**src/rtl/gs_ctrl_pkg.sv**
```systemverilog
// Shared types for the Goldschmidt divider control FSM: state encoding and
// multiplier operand-select codes driven onto sel_ND_mux.
package gs_ctrl_pkg;

  typedef enum logic [2:0] {
    IDLE   = 3'd0,
    INIT_D = 3'd1,
    INIT_N = 3'd2,
    REF_D  = 3'd3,
    REF_N  = 3'd4,
    DONE   = 3'd5
  } gs_state_t;

  localparam logic [1:0] SEL_IA_D = 2'b00;
  localparam logic [1:0] SEL_IA_N = 2'b01;
  localparam logic [1:0] SEL_K_D  = 2'b10;
  localparam logic [1:0] SEL_K_N  = 2'b11;

endpackage

```
**src/rtl/gs_iter_counter.sv**
```systemverilog
// Refinement-pair counter: latches the requested iteration count on clear,
// counts completed K*N steps and flags when the current pair is the last one.
module gs_iter_counter #(
  parameter int IW = 4
) (
  input  logic          clk,
  input  logic          reset,
  input  logic          clear,
  input  logic          inc,
  input  logic [IW-1:0] iter_in,
  output logic          iter_zero,
  output logic          last_iter
);

  logic [IW-1:0] cnt_reg;
  logic [IW-1:0] iter_reg;
  logic [IW:0]   cnt_plus_one;

  always_ff @(posedge clk or negedge reset) begin
    if (!reset) begin
      cnt_reg  <= '0;
      iter_reg <= '0;
    end else if (clear) begin
      cnt_reg  <= '0;
      iter_reg <= iter_in;
    end else if (inc) begin
      cnt_reg  <= cnt_reg + IW'(1);
    end
  end

  // One extra bit so cnt+1 cannot wrap when iter_reg sits at the top of its range.
  assign cnt_plus_one = {1'b0, cnt_reg} + (IW+1)'(1);
  assign last_iter    = cnt_plus_one >= {1'b0, iter_reg};
  assign iter_zero    = (iter_reg == '0);

endmodule

```
**src/rtl/goldschmidt_ctrl.sv**
```systemverilog
// Control FSM for the Goldschmidt divider: IA*D, IA*N, then num_iter K*D/K*N pairs.
// Define GS_CTRL_ABORT_EN to add the abort input that cancels a running division.
module goldschmidt_ctrl
  import gs_ctrl_pkg::*;
#(
  parameter int MAX_ITER = 15,
  localparam int IW      = $clog2(MAX_ITER + 1)
) (
  input  logic          clk,
  input  logic          reset,
  input  logic          start,
  input  logic [IW-1:0] num_iter,
`ifdef GS_CTRL_ABORT_EN
  input  logic          abort,
`endif
  output logic          busy,
  output logic          done,
  output logic          load_regN,
  output logic          load_regD,
  output logic [1:0]    sel_ND_mux,
  output logic          sel_K_mux
);

  gs_state_t     state_reg;
  gs_state_t     state_next;
  logic          accept;
  logic          iter_zero;
  logic          last_iter;
  logic [IW-1:0] iter_clamped;

  assign accept       = (state_reg == IDLE) && start;
  assign iter_clamped = (num_iter > IW'(MAX_ITER)) ? IW'(MAX_ITER) : num_iter;

  gs_iter_counter #(
    .IW (IW)
  ) u_iter_counter (
    .clk       (clk),
    .reset     (reset),
    .clear     (accept),
    .inc       (state_reg == REF_N),
    .iter_in   (iter_clamped),
    .iter_zero (iter_zero),
    .last_iter (last_iter)
  );

  always_ff @(posedge clk or negedge reset) begin
    if (!reset) begin
      state_reg <= IDLE;
    end else begin
      state_reg <= state_next;
    end
  end

  always_comb begin
    state_next = state_reg;
    case (state_reg)
      IDLE:    if (start) state_next = INIT_D;
      INIT_D:  state_next = INIT_N;
      INIT_N:  state_next = iter_zero ? DONE : REF_D;
      REF_D:   state_next = REF_N;
      REF_N:   state_next = last_iter ? DONE : REF_D;
      DONE:    state_next = IDLE;
      default: state_next = IDLE;
    endcase
`ifdef GS_CTRL_ABORT_EN
    // DONE is excluded so a finished result is always delivered.
    if (abort && (state_reg != IDLE) && (state_reg != DONE)) begin
      state_next = IDLE;
    end
`endif
  end

  // Moore decode: outputs depend on state_reg only.
  always_comb begin
    busy       = 1'b0;
    done       = 1'b0;
    load_regD  = 1'b0;
    load_regN  = 1'b0;
    sel_ND_mux = SEL_IA_D;
    sel_K_mux  = 1'b0;
    case (state_reg)
      INIT_D: begin
        busy       = 1'b1;
        load_regD  = 1'b1;
        sel_ND_mux = SEL_IA_D;
        sel_K_mux  = 1'b1;
      end
      INIT_N: begin
        busy       = 1'b1;
        load_regN  = 1'b1;
        sel_ND_mux = SEL_IA_N;
        sel_K_mux  = 1'b1;
      end
      REF_D: begin
        busy       = 1'b1;
        load_regD  = 1'b1;
        sel_ND_mux = SEL_K_D;
      end
      REF_N: begin
        busy       = 1'b1;
        load_regN  = 1'b1;
        sel_ND_mux = SEL_K_N;
      end
      DONE: begin
        busy = 1'b1;
        done = 1'b1;
      end
      default: ;
    endcase
  end

endmodule

```
**config.mk**
```make
export PLATFORM = sky130hd
export DESIGN_NAME = goldschmidt_ctrl
export DESIGN_NICKNAME = d
export VERILOG_FILES = /design/src/rtl/gs_ctrl_pkg.sv /design/src/rtl/gs_iter_counter.sv /design/src/rtl/goldschmidt_ctrl.sv
export SDC_FILE = /design/constraint.sdc
export NUM_CORES = 1
export LEC_CHECK = 0
export BUFFER_PORTS_ARGS = -buffer_cell sky130_fd_sc_hd__buf_2
export CORE_MARGIN = 3
export CORE_UTILIZATION = 27
export CTS_CLUSTER_DIAMETER = 120
export CTS_CLUSTER_SIZE = 16
export DETAILED_ROUTE_END_ITERATION = 12
export GPL_ROUTABILITY_DRIVEN = 0
export SETUP_SLACK_MARGIN = 0.15
export SLEW_MARGIN = 20
export SYNTH_ARGS = -nofsm -noshare
export SYNTH_HDL_FRONTEND = slang
export SYNTH_SLANG_ARGS = --single-unit
```
**constraint.sdc**
```tcl
create_clock -name clk -period 1.9 [get_ports clk]
set_input_delay 0.475 -clock clk [delete_from_list [all_inputs] [get_ports clk]]
set_output_delay 0.475 -clock clk [all_outputs]
set_load 0.05 [all_outputs]
```
[Word-level counts from Yosys, hierarchy flattened]
Cells that the tools add are included.
Word-level totals
  output and inout bits: 7
  bits in read-only memories: 0
  memories kept: 0
  bits in latches: 0
  input port bits: 7
  bits in registers: 11
  bits in writable memories: 0
Operators by class
  shift-type cells: 0
  muxes and demuxes: 13
  $add $sub $neg: 2
  reduce and logical (&&, ||, !) cells: 8
  $mul: 0
  order comparisons: 2
  equal/unequal tests: 6
  bitwise logic cells: 0
  div/mod/pow operators: 0
Operator list (number)
  $pmux 3 s5: 1
  $mux 4: 3
  $mux 3: 3
  $eq 3x2->1 const B: 2
  $eq 3x3->1 const B: 2
  $pmux 2 s3: 1
  $reduce_or 2->1: 3
  $add 4x1->5 const B: 1
  $ge 5x4->1: 1
  $mux 1: 5
  $reduce_or 5->1: 1
  $add 4x1->4 const B: 1
  $gt 4x4->1 const B: 1
  $logic_not 4->1: 1
  $eq 3x1->1 const B: 1
  $logic_not 3->1: 1
  $ne 2x2->1 const B: 1
  $reduce_bool 2->1: 1
  $logic_and 1x1->1: 1

[Depth between registers and ports, before layout]
Gate-level depths: netlist of run 1.
  word-level depth: 4
  mapped depth: 6
  gate-level depth less buffers: 6

[Cells and area by module]
From an unflattened synthesis of run 1, not the netlist that was laid out.
Unflattened totals
  cell total of the unflattened synthesis: 70
  area total of the unflattened synthesis: 678.2 um^2
Modules (own cells, without submodules)
  gs_iter_counter: cells each 43, instances 1, seq. area each 200.2 um^2, area each 442.9 um^2
  goldschmidt_ctrl: cells each 27, instances 1, seq. area each 75.1 um^2, area each 235.2 um^2

[Least setup slack after synthesis of run 1]
OpenSTA, ideal clock, no wires.
  kind: register to output
  start: register state_reg[0]
  end: output port sel_ND_mux[1]
  buffers on the path: 1
  required time: 1425 ps
  cell stages (with the launch flop): 5
  data arrival time: 1726 ps
  path slack: -301 ps
  path through: dfrtp_1 > buf_6 > nor2b_1 > nand2_1 > nand2_1
Between the ends
  cells in the longest elaborated chain, start to end: 2
Ends and longest elaborated chain
  from (decl): RTL line goldschmidt_ctrl.sv:24  | gs_state_t state_reg;
  from (signal assigned): RTL line goldschmidt_ctrl.sv:50  | state_reg <= state_next;
  $eq 3x3->1 or $eq 3x2->1 (tied branches): RTL line goldschmidt_ctrl.sv:81  | case (state_reg)
  $pmux 2 s3 *: RTL line goldschmidt_ctrl.sv:81
  to (decl): RTL line goldschmidt_ctrl.sv:20  | output logic [1:0] sel_ND_mux,
Mark *: on every way between the ends. The rest lies on a longest branch, timed or not.

[Worst setup path after layout of run 1]
  start: register state_reg[1]
  end: output port load_regN
Between the ends
  cells in the longest elaborated chain, start to end: 3
Ends and longest elaborated chain
  $eq 3x2->1 or $eq 3x3->1 (tied branches): RTL line goldschmidt_ctrl.sv:81
  $reduce_or 2->1 (no line) *
  $mux 1 *: RTL line goldschmidt_ctrl.sv:81
  to (decl): RTL line goldschmidt_ctrl.sv:18  | output logic load_regN,
Marks and branches as above.

==> metrics.md, run 1 <==
| Metric | Value |
|---|---|
| Port bufs | 13 |
| Fin crit share | 0.9274 |
| Initial antenna violation count | 0 |
| Initial core utilization | 0.3000 |
| Pre-CTS setup slack | between 0.2 and 0.25 ns |
| Max-cap viol count | 0 |
| Number of I/O pins | 14 |
| Slew margin rel. | 0.6623 |
| Die Y | ~57 um |
| Synth-to-Final Area Change | 34.40% |
| Post-Route Skew | 0.001431 ns |
| Post-Syn Instances | 78 |
| Status | finished clean |
| Synth warnings | 0 |
| Seq/Total Area, Yosys | 0.3922 |
| Commonest non-fill, non-tap cell in the layout | buf_4 |
| Worst Tran Pin Value | approximately 0.5 ns |
| Most frequent cells in the layout | buf_4 (10), nand2_1 (9), o21ai_0 (9) |
| Final hold slack | roughly 0.074 ns |
| Kind of start point of the critical path | flop |
| Crit-path max FO | 6 |
| Die width | roughly 57 um |
| Count of final hold-check violations | 0 |
| NumNets Final | about 110 |
| Post-route design area | 943.4 um2 |
| Post-Synth Adder-Cell Area | 0.08913 |
| Root buf cell | clkbuf_4 |
| First-pass GRT wire length | approximately 2700 um |
| Die area | 3247 um2 |
| Syn Nets | 90 |
| Tot GR Track Use | 0.1077 |
| RSZ-0062 raised after global routing | true |
| Met2 GRT Util | 0.1860 |
| GRT busiest layer | met2 |
| Fin worst setup slack | between 0.1 and 0.15 ns |
| WP data required | roughly 1.4 ns |
| Clock Latency Late Sink | between 0.2 and 0.3 ns |
| Syn Area/Cell | 8.999 um2 |
| Routed len/inst | 11.79 um |
| M3 GR Usage | 0.01810 |
| Grt ovf | 0 |
| Vias in the first global route | ~630 |
| Compound-Gate Fraction of Synth Area | 0.1711 |
| DRT Pass-1 Iters | 4 |
| CTS tree | built |
| Share of the synthesized area in the top cell type | 0.3922 |
| Core Area | between 2000 and 2500 um2 |
| Num CTS Buffers | 3 |
| Multiplexer share of the synthesized area | 0.02139 |
| Clk sinks | 11 |
| Simple-Gate Fraction of Synth Area | 0.1783 |
| Hold/Removal Path Class | input port to asynchronous set/reset pin |
| Largest area contributor in the netlist | dfrtp_1 |
| Critical Path Sink Type | primary output |
| Final wirelength | ~1500 um |
| Post-route ant nets | 0 |
| Largest family of logic cells by synthesized area | simple AND/OR/NAND/NOR gates |
| DR iter-0 viols | 8 |
| Site Rows | 17 |
| Ratio of cells with drive above 1 in the final layout | 0.3900 |
| Clock transition at path regs | approximately 0.07 ns |
| Synth area leaders | dfrtp_1 (39%), ha_1 (8.9%), o21ai_0 (6.4%) |
| FF+latch count, synth | 11 |
| Final Setup Violations | 0 |
| Clk buf depth | 2 |
| Yosys cell types | 27 |
| Mapped Area | 701.9 um2 |
| # DRC | 0 |
| Final min period | 1.762 ns |
| Worst EP arrival | 1.29 ns |
| GR Util met1 | 0.1173 |
| Via density | 4.750 |
| Fin. max-slew vios | 0 |
| Largest net degree at the start of global routing | 12 |
| Detailed Place HPWL | 1130 um |
| Vias | 608 |
| Fmax | 567.5 MHz |
| FILL cells | approximately 250 |
| Synth Area in XOR/XNOR | 0.04991 |
| Critical setup path kind | flop to primary output |
| Placed inst area | 783.3 um2 |
| Ant. Diodes | 0 |
| Htree depth | 1 |
-- stage by stage --
step                      utilization  setup TNS, ns  std cells
after CTS                      0.3770              0        123
final                          0.4032              0        128
after global placement         0.3348              0        115
after floorplan                     -       -0.01527         78
after detailed placement       0.3348              0        115
after global routing           0.4032              0        128
-- layer usage --
metal	up-vias	wire (um)
met5	-	0
met4	0	32
met3	2	41
met2	7	791
met1	284	643
li1	315	-
-- cells by family after synthesis --
kind of cell,Yosys count
and+or+nand+nor,25
AOI/OAI and AO/OA,20
buffers and inverters,12
DFF,11
adders and majority gates,5
xor gates and xnor gates,4
muxes,1
-- cells in the mapped netlist --
| cell type | count |
|---|---|
| a211oi_1 | 1 |
| a21o_1 | 1 |
| a21oi_1 | 3 |
| a22o_1 | 2 |
| a22oi_1 | 1 |
| a31oi_1 | 1 |
| and3_1 | 1 |
| and3_4 | 1 |
| buf_2 | 1 |
| buf_4 | 2 |
| buf_6 | 2 |
| dfrtp_1 | 11 |
| ha_1 | 5 |
| inv_1 | 7 |
| mux2_4 | 1 |
| nand2_1 | 9 |
| nand3_1 | 2 |
| nor2_1 | 5 |
| nor2_4 | 1 |
| nor2b_1 | 1 |
| nor3_1 | 3 |
| nor4_1 | 2 |
| o21ai_0 | 9 |
| o21ai_1 | 1 |
| o32ai_1 | 1 |
| xnor2_1 | 3 |
| xor2_1 | 1 |
-- timing repair --
action | CTS | global route
gates cloned | 0 | 0
gates resized for setup | 14 | 5
pin swaps | 1 | 2
hold buffers | 0 | 0
endpoints found under the setup margin | 7 | 8
buffers inserted | 4 | 5
-- worst paths after layout --
kind                                                       start                                      to  slack, ns  cells after the start
min in group clk                                     num_iter[3]  u_iter_counter.iter_reg[3]$_DFFE_PN0P_       0.41                      3
min reg2reg                u_iter_counter.cnt_reg[1]$_DFFE_PN0P_   u_iter_counter.cnt_reg[1]$_DFFE_PN0P_       0.56                      1
max in group asynchronous                                  reset                state_reg[1]$_DFFE_PN0P_       1.60                      1
min                                                        reset   u_iter_counter.cnt_reg[0]$_DFFE_PN0P_       0.07                      1
max reg2reg                u_iter_counter.cnt_reg[0]$_DFFE_PN0P_                state_reg[2]$_DFFE_PN0P_       0.26                      6
max                                     state_reg[1]$_DFFE_PN0P_                               load_regN       0.14                      4
-- final cells by class --
type / instances / area, um2 / share of cell area
multi-input cells: 55 / 399.1 / 0.4231
inverters: 7 / 26.28 / 0.02785
flip-flops and latches: 11 / 279.0 / 0.2958
clock buffers: 4 / 26.28 / 0.02785
well taps: 28 / 35.03 / 0.03714
repair buffers: 23 / 177.7 / 0.1883
-- critical path, cell delays in order, from the launching register on --
cell and delay, ns:
dfrtp_2 0.46, buf_6 0.14, xnor2_2 0.14, nor2_4 0.09
buf_4 0.20
Power of run 1 is not shown: default switching activity piles up to over one toggle a cycle in this logic, so the estimate is an artifact.
==> run 2: changes to the inputs <==
Settings changed: CAP_MARGIN set to 20, PLACE_DENSITY_LB_ADDON set to 0.05.
==> metrics.md, run 2 (same netlist as run 1, synthesis figures left out) <==
| Metric | Value |
|---|---|
| Fin worst setup slack | 0.1386 ns |
| # DRC | 0 |
| Num CTS Buffers | 3 |
| Max-cap viol count | 0 |
| Critical Path Sink Type | primary output |
| Die Y | between 50 and 60 um |
| Final hold slack | ~0.063 ns |
| FF-to-FF End | state_reg[2]$_DFFE_PN0P_ |
| WP data required | 1.42 ns |
| DR iter-0 viols | 14 |
| Fin crit share | 0.9271 |
| Post-Route Skew | 0.004357 ns |
| Commonest non-fill, non-tap cell in the layout | buf_4 |
| Clock Latency Late Sink | around 0.27 ns |
| Post-route ant nets | 0 |
| Fmax | 567.7 MHz |
| First-pass GRT wire length | about 3000 um |
| LEAKAGE | 0.0004719 uW |
| Routed len/inst | about 13 um |
| Clk buf depth | 2 |
| Htree depth | 1 |
| Fin. max-slew vios | 0 |
| Detailed Place HPWL | roughly 1200 um |
| R2r setup slk | 0.25 ns |
| FILL cells | between 200 and 250 |
| Root buf cell | clkbuf_4 |
| Grt ovf | 0 |
| DRT Pass-1 Iters | 4 |
| Worst Reg2Reg Path Length in Cells | 6 |
| Initial core utilization | 0.3000 |
| Slew margin rel. | 0.6710 |
| Die area | around 3200 um2 |
| WP depth | 4 |
| WP buf/inv | 2 |
| Worst Tran Pin Value | slightly below 0.5 ns |
| Total power | 1967 uW |
| Power density over the cells | around 2000 nW/um2 |
| Critical setup path kind | flop to primary output |
| Max VDD drop | 0.001139 V |
| Worst Setup SP | state_reg[1]$_DFFE_PN0P_ |
| Ratio of cells with drive above 1 in the final layout | 0.4286 |
| Tot GR Track Use | 0.1178 |
| Setup_tns | 0 ns |
| Count of final hold-check violations | 0 |
| Core Area | about 2300 um2 |
| Crit-path max FO | 6 |
| Port bufs | 13 |
| Final min period | ~1.8 ns |
| Status | finished clean |
| Hold/Removal Path Class | input port to asynchronous set/reset pin |
| Clock transition at path regs | approximately 0.070 ns |
| Initial antenna violation count | 0 |
| Most frequent cells in the layout | buf_4 (14), o21ai_0 (9), buf_2 (8), dfrtp_1 (8) |
| Final Setup Violations | 0 |
| Clk sinks | 11 |
| Pre-CTS setup slack | 0.2187 ns |
| Site Rows | 17 |
| Max stage delay on crit path | 0.48 ns |
| CP max-delay cell | dfrtp_2 |
| Placed inst area | roughly 800 um2 |
| NumNets Final | around 120 |
| Startpoint of the worst-slack reg-to-reg timing path | u_iter_counter.cnt_reg[0]$_DFFE_PN0P_ |
| Worst path top cell family by delay | flip-flops |
| Kind of start point of the critical path | flop |
| CTS tree | built |
| Die width | about 57 um |
| Largest net degree at the start of global routing | 12 |
| Final wirelength | about 1800 um |
| Synth-to-Final Area Change | 39.57% |
| Post-route design area | roughly 1000 um2 |
| Ant. Diodes | 0 |
| Via density | ~4.8 |
| Worst path cell trace | buf_6, xnor2_1, nor2_2, buf_6 |
| Number of I/O pins | 14 |
| Worst Setup EP | sel_K_mux |
| Vias in the first global route | 628 |
| Vias | approximately 640 |
| Most frequent CP cell | buf_6 |
| RSZ-0062 raised after global routing | true |
| Worst EP arrival | approximately 1.3 ns |
run 2: layout make-up:
cell class / instances / area (um2) / area share
Tap cell: 28 / 35.03 / 0.03576
Inverter: 7 / 26.28 / 0.02682
Timing Repair Buffer: 28 / 216.5 / 0.2209
Sequential cell: 11 / 279.0 / 0.2848
Multi-Input combinational cell: 55 / 396.6 / 0.4049
Clock buffer: 4 / 26.28 / 0.02682
run 2: per-layer routing:
layer  wire, um  global-route usage  up-vias  part of all wire
li1           -                   -      321                 -
met4          0            0.009934        0                 0
met1        809              0.1667      307              0.46
met3        104             0.04977        0             0.059
met2        837              0.1746       11              0.48
met5          0                   0        -                 0
run 2: how the worst min path moves through the flow:
| stage | slack [ns] | endpoint | cells past startpoint |
|---|---|---|---|
| 2_1_floorplan | 0.18 | state_reg[0]$_DFFE_PN0P_ | 0 |
| 3_5_place_dp | 0.36 | u_iter_counter.iter_reg[1]$_DFFE_PN0P_ | 1 |
| 5_1_grt | 0.07 | u_iter_counter.cnt_reg[1]$_DFFE_PN0P_ | 1 |
| 4_1_cts | 0.07 | u_iter_counter.cnt_reg[1]$_DFFE_PN0P_ | 1 |
| 6_report | 0.06 | u_iter_counter.cnt_reg[1]$_DFFE_PN0P_ | 1 |
| 3_3_place_gp | 0.37 | u_iter_counter.iter_reg[1]$_DFFE_PN0P_ | 1 |
run 2: where the power goes:
| group | internal (uW) | total (uW) | switching (uW) |
|---|---|---|---|
| Clock | 81.3 | 159 | 77.9 |
| Combinational | 577 | 1320 | 747 |
| Sequential | 339 | 483 | 144 |
| Total | 998 | 1970 | 970 |
run 2: stage by stage:
stage / utilization / cells
6_report: 0.4187 / 133
3_5_place_dp: 0.3348 / 115
2_1_floorplan: - / 78
5_1_grt: 0.4187 / 133
4_1_cts: 0.3898 / 128
3_3_place_gp: 0.3348 / 115
run 2: timing repair:
| action | CTS | global route |
|---|---|---|
| resized for setup | 14 | 10 |
| endpoints found under the setup margin | 7 | 7 |
| cloned | 0 | 0 |
| hold buffers | 0 | 0 |
| setup buffers | 9 | 5 |
| pin swaps | 2 | 3 |
No activity file was read; power rests on OpenSTA's default activity.
==> run 3: changes to the inputs <==
Settings changed: SETUP_SLACK_MARGIN 0.15 to not set.
==> metrics.md, run 3 (same netlist as run 1, synthesis figures left out) <==
| Metric | Value |
|---|---|
| WP buf/inv | 1 |
| Clk sinks | 11 |
| Htree depth | 1 |
| Clk buf depth | 2 |
| Final Setup Violations | 0 |
| Final hold slack | 0.05782 ns |
| Count of final hold-check violations | 0 |
| Tot GR Track Use | 0.1037 |
| Largest net degree at the start of global routing | 15 |
| Max stage delay on crit path | around 0.47 ns |
| Critical Path Sink Type | primary output |
| Die Y | roughly 57 um |
| Number of I/O pins | 14 |
| Routed len/inst | ~12 um |
| Port bufs | 13 |
| # DRC | 0 |
| Ant. Diodes | 0 |
| CTS tree | built |
| First-pass GRT wire length | 2656 um |
| Initial antenna violation count | 0 |
| Fin worst setup slack | 0.1006 ns |
| Num CTS Buffers | 3 |
| Max-cap viol count | 0 |
| Final wirelength | 1504 um |
| Post-route ant nets | 0 |
| Initial core utilization | 0.3000 |
| Most frequent cells in the layout | buf_2 (12), nand2_1 (9), o21ai_0 (9) |
| Fin crit share | 0.9470 |
| Via density | about 4.8 |
| CP max-delay cell | dfrtp_2 |
| Critical setup path kind | flop to primary output |
| FILL cells | roughly 270 |
| Grt ovf | 0 |
| Final min period | roughly 1.8 ns |
| WP data required | 1.42 ns |
| DRT Pass-1 Iters | 4 |
| Clock Latency Late Sink | 0.27 ns |
| Slew margin rel. | 0.6686 |
| Core Area | around 2300 um2 |
| RSZ-0062 raised after global routing | false |
| WP depth | 4 |
| Most frequent CP cell | nand2_1 |
| Vias in the first global route | about 570 |
| Worst path cell trace | nor2_4, nand2_1, nand2_1, clkbuf_4 |
| Crit-path max FO | 6 |
| Kind of start point of the critical path | flop |
| Die width | around 57 um |
| Fmax | ~560 MHz |
| Root buf cell | clkbuf_4 |
| Detailed Place HPWL | roughly 1100 um |
| Hold/Removal Path Class | input port to asynchronous set/reset pin |
| Worst path top cell family by delay | flip-flops |
| Final core occ | 0.3513 |
| Ratio of cells with drive above 1 in the final layout | 0.2903 |
| Vias | 577 |
| Commonest non-fill, non-tap cell in the layout | buf_2 |
| Worst Tran Pin Value | about 0.5 ns |
| DR iter-0 viols | 13 |
| Fin. max-slew vios | 0 |
| Die area | 3247 um2 |
| Worst Reg2Reg Path Length in Cells | 6 |
| Status | finished clean |
| Worst EP arrival | between 1 and 1.5 ns |
| Synth-to-Final Area Change | 17.11% |
| Clock transition at path regs | 0.07 ns |
| Post-Route Skew | around 0.00070 ns |
| NumNets Final | 106 |
| Setup_tns | 0 ns |
| Pre-CTS setup slack | around 0.24 ns |
| Site Rows | 17 |
-- run 3: what timing repair did --
item / in CTS / in global routing
buffers inserted: 0 / 2
hold buffers: 0 / 0
resized for setup: 3 / 1
endpoints found under the setup margin: 3 / 1
-- run 3: area by class of cell --
type	instances	area, um2	area share
Timing Repair Buffer	16	87.58	0.1065
Clock buffer	4	26.28	0.03196
Sequential cell	11	279.0	0.3394
Inverter	7	26.28	0.03196
Multi-Input combinational cell	55	367.9	0.4475
Tap cell	28	35.03	0.04262
-- run 3: path summary, 6_finish.rpt --
path,from,endpoint,slack [ns]
min reg2reg,u_iter_counter.cnt_reg[1]$_DFFE_PN0P_,u_iter_counter.cnt_reg[1]$_DFFE_PN0P_,0.55
max,state_reg[1]$_DFFE_PN0P_,sel_ND_mux[1],0.10
max reg2reg,u_iter_counter.cnt_reg[0]$_DFFE_PN0P_,state_reg[2]$_DFFE_PN0P_,0.24
max in group asynchronous,reset,state_reg[2]$_DFFE_PN0P_,1.62
min in group clk,num_iter[2],u_iter_counter.iter_reg[2]$_DFFE_PN0P_,0.41
min,reset,u_iter_counter.iter_reg[1]$_DFFE_PN0P_,0.06
-- run 3: worst register-to-register path: cells and delay by family, from the launching register on --
kind,cells,cell delay [ns]
DFF,1,0.43
adders and majority gates,2,0.55
AOI/OAI and AO/OA,3,0.41
xor gates and xnor gates,1,0.18
-- run 3: stage by stage --
stage               instances  instance area (um2)
finish                    121                822.0
global route              121                822.0
CTS                       119                807.0
detailed placement        115                777.0
global placement          115                777.0
floorplan                  78                711.9
-- run 3: layer usage --
metal,vias to the layer above,wire (um),global-route usage
li1,300,-,-
met1,257,712,0.1401
met2,18,675,0.1501
met3,2,101,0.04525
met4,0,14,0.02980
met5,-,0,0
Power of run 3 is left out for the same reason.
